<file path="src/rtl/counter_ctrl.sv">
// Button front end for the display counter: sync, debounce and press detection on four buttons, run FSM, rate prescaler.
// Latency: raw edge sampled at edge k reaches the outputs at edge k+DB_CYCLES+3; no backpressure, all outputs registered.
module counter_ctrl #(
    parameter int DIV       = 50000,
    parameter int DB_CYCLES = 500000
) (
    input  logic clock,
    input  logic reset,
    input  logic btn_run,
    input  logic btn_dir,
    input  logic btn_mode,
    input  logic btn_clr,
    output logic enable1,
    output logic enable2,
    output logic updown,
    output logic freerun,
    output logic count_clr
);

    localparam logic [23:0] DB_MAX  = 24'(DB_CYCLES - 1);
    localparam logic [23:0] PRE_MAX = 24'(DIV - 1);
    localparam int B_RUN  = 0;
    localparam int B_DIR  = 1;
    localparam int B_MODE = 2;
    localparam int B_CLR  = 3;

    typedef enum logic {ST_STOP, ST_RUN} run_state_t;

    logic [3:0]  sync1_q, sync1_d;
    logic [3:0]  sync2_q, sync2_d;
    logic [3:0]  stable_q, stable_d;
    logic [3:0]  stable_prev_q, stable_prev_d;
    logic [3:0]  press_q, press_d;
    logic [23:0] db_cnt_q [4];
    logic [23:0] db_cnt_d [4];
    logic [23:0] pre_q, pre_d;
    run_state_t  state_q, state_d;
    logic        enable1_q, enable1_d;
    logic        enable2_q, enable2_d;
    logic        updown_q, updown_d;
    logic        freerun_q, freerun_d;
    logic        count_clr_q, count_clr_d;

    // Debounce: a level change is accepted only after DB_CYCLES consecutive differing samples.
    always_comb begin
        sync1_d       = {btn_clr, btn_mode, btn_dir, btn_run};
        sync2_d       = sync1_q;
        stable_d      = stable_q;
        stable_prev_d = stable_q;
        press_d       = stable_q & ~stable_prev_q;
        for (int i = 0; i < 4; i++) begin
            db_cnt_d[i] = db_cnt_q[i];
            if (sync2_q[i] == stable_q[i]) begin
                db_cnt_d[i] = '0;
            end else if (db_cnt_q[i] == DB_MAX) begin
                stable_d[i] = sync2_q[i];
                db_cnt_d[i] = '0;
            end else begin
                db_cnt_d[i] = db_cnt_q[i] + 24'd1;
            end
        end
    end

    always_comb begin
        state_d     = state_q;
        pre_d       = pre_q;
        enable2_d   = 1'b0;
        if (press_q[B_RUN]) begin
            state_d = (state_q == ST_RUN) ? ST_STOP : ST_RUN;
        end
        // Prescaler restarts from 0 on every run entry and on every clear.
        if (press_q[B_CLR] || press_q[B_RUN] || (state_q == ST_STOP)) begin
            pre_d = '0;
        end else if (pre_q == PRE_MAX) begin
            pre_d     = '0;
            enable2_d = 1'b1;
        end else begin
            pre_d = pre_q + 24'd1;
        end
        enable1_d   = press_q[B_CLR] | (state_d == ST_RUN);
        updown_d    = updown_q ^ press_q[B_DIR];
        freerun_d   = freerun_q ^ press_q[B_MODE];
        count_clr_d = press_q[B_CLR];
    end

    always_ff @(posedge clock) begin
        if (reset) begin
            sync1_q       <= '0;
            sync2_q       <= '0;
            stable_q      <= '0;
            stable_prev_q <= '0;
            press_q       <= '0;
            for (int i = 0; i < 4; i++) begin
                db_cnt_q[i] <= '0;
            end
            pre_q       <= '0;
            state_q     <= ST_STOP;
            enable1_q   <= 1'b0;
            enable2_q   <= 1'b0;
            updown_q    <= 1'b1;
            freerun_q   <= 1'b1;
            count_clr_q <= 1'b0;
        end else begin
            sync1_q       <= sync1_d;
            sync2_q       <= sync2_d;
            stable_q      <= stable_d;
            stable_prev_q <= stable_prev_d;
            press_q       <= press_d;
            for (int i = 0; i < 4; i++) begin
                db_cnt_q[i] <= db_cnt_d[i];
            end
            pre_q       <= pre_d;
            state_q     <= state_d;
            enable1_q   <= enable1_d;
            enable2_q   <= enable2_d;
            updown_q    <= updown_d;
            freerun_q   <= freerun_d;
            count_clr_q <= count_clr_d;
        end
    end

    assign enable1   = enable1_q;
    assign enable2   = enable2_q;
    assign updown    = updown_q;
    assign freerun   = freerun_q;
    assign count_clr = count_clr_q;

endmodule
</file>
<file path="config.mk">
export PLATFORM = sky130hd
export DESIGN_NAME = counter_ctrl
export DESIGN_NICKNAME = d
export VERILOG_FILES = /design/src/rtl/counter_ctrl.sv
export SDC_FILE = /design/constraint.sdc
export NUM_CORES = 1
export LEC_CHECK = 0
export BUFFER_PORTS_ARGS = -buffer_cell sky130_fd_sc_hd__buf_4
export CORE_MARGIN = 1
export CORE_UTILIZATION = 49
export DETAILED_ROUTE_END_ITERATION = 6
export PLACE_DENSITY_LB_ADDON = 0.15
export SETUP_SLACK_MARGIN = 0.2
export SLEW_MARGIN = 25
export SYNTH_ARGS = -nofsm -noshare
export SYNTH_HDL_FRONTEND = slang
export SYNTH_SLANG_ARGS = --single-unit
</file>
<file path="constraint.sdc">
create_clock -name clock -period 2.36 [get_ports clock]
set_input_delay 0.472 -clock clock [delete_from_list [all_inputs] [get_ports clock]]
set_output_delay 0.472 -clock clock [all_outputs]
set_load 0.02 [all_outputs]
</file>
# Word-level counts from Yosys, hierarchy flattened
# Memories as Yosys holds them, arrays and structs flattened.
# Index checks and enable logic that the tools add are counted.
dict set report word_totals {
  regBits 50
  latchBits 0
  ram_bits 96
  romBits 0
  input_bits 6
  out_inout_bits 5
  elab_cells 70
  n_memories 1
}
# name depth width read_ports rd_ports_with_merged_regs write_ports line
set mem_list {}
lappend mem_list {db_cnt_q 4 24 4 0 4 34} ;# logic [23:0] db_cnt_q [4];
dict set report classes {
  n_addsub 5
  mul 0
  div_mod_pow 0
  magnitude_cmp 0
  eq_ne 9
  shift 0
  muxes 18
  bitwise 14
  n_reduce_logical 8
}
# operator n
set ops {}
lappend ops {{two-way mux 24 bit} 12}
lappend ops {{adder 24 x 1 -> 24 bit (second input constant)} 5}
lappend ops {{equality test 24 x 19 -> 1 bit (second input constant)} 4}
lappend ops {{equality test 24 x 16 -> 1 bit (second input constant)} 1}
lappend ops {{AND reduction 2 bit} 4}
lappend ops {{two-way mux 1 bit} 6}
lappend ops {{NOT 1 bit} 5}
lappend ops {{OR 1 bit} 5}
lappend ops {{AND 4 bit} 1}
lappend ops {{equality test 1 bit} 4}
lappend ops {{NOT 4 bit} 1}
lappend ops {{OR reduction 3 bit} 1}
lappend ops {{logical OR 1 bit} 2}
lappend ops {{OR reduction 2 bit} 1}
lappend ops {{XOR 1 bit} 2}

# Longest topological paths before layout
dict set report logic_depth {
  ltp_word 4
  depth_mapped 6
  depth_no_buf 5
}

# Least setup slack after synthesis
# No wires, ideal clock.
dict set report synth_timing {
  kind {register to register}
  start {mem db_cnt_q[1][0]}
  end {mem db_cnt_q[1][22]}
  setup_time_ps 71
  arrival_time_ps 1865
  setup_slack_ps 425
  stages_incl_launch_ff 6
  path_buffers 0
  path_cell_list {dfxtp_1 ha_1 nand4_1 or4_4 or4_1 a21oi_1}
}
# item line
set synth_rtl {}
lappend synth_rtl {{from (decl)} 34}

==> results.sh <==
export IMPL_timing_reg2reg_setup_slack_ns=0.29
export IMPL_start_util=0.501
export IMPL_ant_nets=0
export IMPL_cts_max_path_buffers=2
export IMPL_grt_max_degree=25
export IMPL_syn_inst=723
export IMPL_io_buffers=10
export IMPL_p_leak_nw=2.14
export IMPL_cts_sinks=146
export IMPL_critPathTopFamily="simple AND/OR/NAND/NOR gates"
export IMPL_drv_cap=0
export IMPL_timing_rr_end="db_cnt_q[1][22]"
export IMPL_worstSetupPathType="reg -> reg"
export IMPL_first_iter_violations=266
export IMPL_fin_crit_sh=0.879
export IMPL_total_power_mw=5.27
export IMPL_clock_root_buffer="clkbuf_16"
export IMPL_dp_hpwl_um=8200
export IMPL_syn_avg_cell_area_um2=8.74
export IMPL_fin_nets=744
export IMPL_setup_viol=0
export IMPL_grt_pass1_wl_um=21500
export IMPL_path_depth=5
export IMPL_rsz0062_at_grt="yes"
export IMPL_synth_area_mux_share=0
export IMPL_clkSlewWorstSetupHoldPaths_ns=0.06
export IMPL_regToRegStartpoint="db_cnt_q[1][0]"
export IMPL_fin_setup_tns_ns=0
export IMPL_synth_top_area_share=0.462
export IMPL_cp_end_kind="register"
export IMPL_irDropWorstVdd_uv=514
export IMPL_design_area_um2=7200
export IMPL_drc_errors=0
export IMPL_fillers=1159
export IMPL_die_width_um=116
export IMPL_syn_to_final_growth_pct=13.9
export IMPL_yosys_warnings=0
export IMPL_pre_cts_slack_ns=0.282
export IMPL_power_density_nw_per_um2=732
export IMPL_worstPathCellList="ha_2, nand4_1, or4_4, or4_1, a21oi_1"
export IMPL_synth_top_family_by_area="simple AND/OR/NAND/NOR gates"
export IMPL_final_max_slew_viol_count=0
export IMPL_yosysSeqAreaShare=0.462
export IMPL_max_freq_mhz=482
export IMPL_drt_first_pass_iters=4
export IMPL_crit_required_ns=2.70
export IMPL_status="complete, no violations"
export IMPL_hold_worst_slack_ns=0.273
export IMPL_holdCritPathClass="in -> reg"
export IMPL_track_usage=0.202
export IMPL_placed_area_um2=6570
export IMPL_final_core_util=0.571
export IMPL_synthDistinctLibCells=39
export IMPL_die_area_um2=13400
export IMPL_wire_per_inst_um=13.2
export IMPL_min_from="btn_mode"
export IMPL_final_cells=918
export IMPL_routed_wl_um=12100
export IMPL_antenna_cells=0
export IMPL_synth_area_leaders="dfxtp_1 (46%), xnor2_1 (6.8%), nor2_1 (5.5%)"
export IMPL_cp_max_fo=5
export IMPL_synth_compound_area_frac=0.0790
export IMPL_synth_area_um2=6320
export IMPL_cts_setup_buffers=0
export IMPL_yosysTopAreaCell="dfxtp_1"
export IMPL_path_buf_inv=0
export IMPL_htreeDepth=4
export IMPL_setup_slack_ns=0.285
export IMPL_most_common_layout_cells="dfxtp_1 (146), nor2_1 (93), xnor2_1 (49), a21oi_1 (43), nand4_1 (39)"
export IMPL_min_to="sync1_q[2]"
export IMPL_syn_nets=734
export IMPL_worst_pin_slew_ns=0.400
export IMPL_slowest_delay_ns=0.60
export IMPL_core_area_um2=12600
export IMPL_grt_antenna_before_repair=0
export IMPL_grt_pass1_vias=4882
export IMPL_crit_path_top_delay_cell="or4_4"
export IMPL_start_kind="register"
export IMPL_worstPathArrival_ns=2.42
export IMPL_synth_xor_area_share=0.108
export IMPL_hold_depth=2
export IMPL_io_pins=11
export IMPL_gp_congestion=0.792
export IMPL_relSlewSlack=0.733
export IMPL_layout_drive_gt1_share=0.0791
export IMPL_num_vias=5062
export IMPL_synth_seq_cells=146
export IMPL_hold_violations=0
export IMPL_overflow=0
export IMPL_synth_simple_area_share=0.310
export IMPL_synthAdderAreaFrac=0.00990
export IMPL_cts_tree="done"
export IMPL_final_common_cell="dfxtp_1"
export IMPL_r2r_cells=5
export IMPL_dp_cells=886
export IMPL_layout_min_cycle_time_ns=2.07
export IMPL_die_h_um=116
export IMPL_cts_buffers=17
export IMPL_rows=41
export IMPL_skew_ns=0.0130
export IMPL_clock_latency_ns=0.42
export IMPL_multiInputGateArea_um2=3220
export IMPL_via_per_inst=5.51
export IMPL_regArea_um2=2920
synthesized netlist by cell type, drive strengths merged:
master and n:
or4b 2, xor2 29, nand3 38, buf 4
and3 7, or2 2, o31ai 15, clkbuf 23
nor3b 1, nor4 20, o21ai 32, nand2b 3
o21bai 1, or3 32, nand4b 1, nor2b 18
nor3 10, nand2 35, nand4bb 1, and4 13
xnor2 49, or4 24, and2 4, ha 5
nor4b 4, dfxtp 146, nor4bb 4, nor2 93
a21oi 43, inv 23, nand4 41
worst max-delay path by stage:
stage                    from         endpoint
6_report       db_cnt_q[1][0]  db_cnt_q[1][22]
3_5_place_dp   db_cnt_q[1][0]  db_cnt_q[1][22]
4_1_cts        db_cnt_q[1][0]  db_cnt_q[1][22]
5_1_grt        db_cnt_q[1][0]  db_cnt_q[1][22]
3_3_place_gp   db_cnt_q[1][0]  db_cnt_q[1][22]
2_1_floorplan  db_cnt_q[1][0]  db_cnt_q[1][22]
report_power, final:
part	internal (mW)	switching, mW	total, mW	leakage [nW]
clock network	1.76	0.987	2.75	0.302
registers	2.47	0.00446	2.48	1.18
logic	0.0176	0.0261	0.0437	0.661
total	4.26	1.02	5.27	2.14
routing by layer:
| layer | wire length, um | GRT usage | up-vias | share of wire |
|---|---|---|---|---|
| li1 | - | - | 2603 | - |
| met1 | 5880 | 0.247 | 2396 | 0.49 |
| met2 | 5780 | 0.340 | 53 | 0.48 |
| met3 | 297 | 0.0575 | 10 | 0.025 |
| met4 | 146 | 0.0684 | 0 | 0.012 |
| met5 | 0 | 0 | - | 0 |
layout make-up:
| class | instances | area share |
|---|---|---|
| Timing Repair Buffer | 18 | 0.0205 |
| Clock inverter | 10 | 0.0181 |
| Clock buffer | 22 | 0.0672 |
| Tap cell | 172 | 0.0299 |
| Inverter | 23 | 0.0120 |
| Multi-Input combinational cell | 527 | 0.446 |
| Sequential cell | 146 | 0.406 |
sequential cells by signal, indices dropped and copies added, names as in the netlist:
signal         flops
db_cnt_q          96
enable1            1
state_q            1
sync1_q            4
freerun            1
press_q            4
updown             1
pre_q             24
count_clr          1
enable2            1
stable_prev_q      4
stable_prev_d      4
sync2_q            4
logic make-up (layout without fill, tap and decap cells):
kind of cell,count (synthesis),in the layout
and+or+nand+nor,353,353
DFF,146,146
AOI/OAI and AO/OA,91,91
xor gates and xnor gates,78,78
buffers and inverters,50,73
adders and majority gates,5,5
what timing repair did:
item	in CTS	in global routing
endpoints found under the setup margin	0	26
gates resized for setup	0	4
hold buffers	0	0
endpoints found under the hold margin	0	0
No activity file was read; power rests on OpenSTA's default activity.
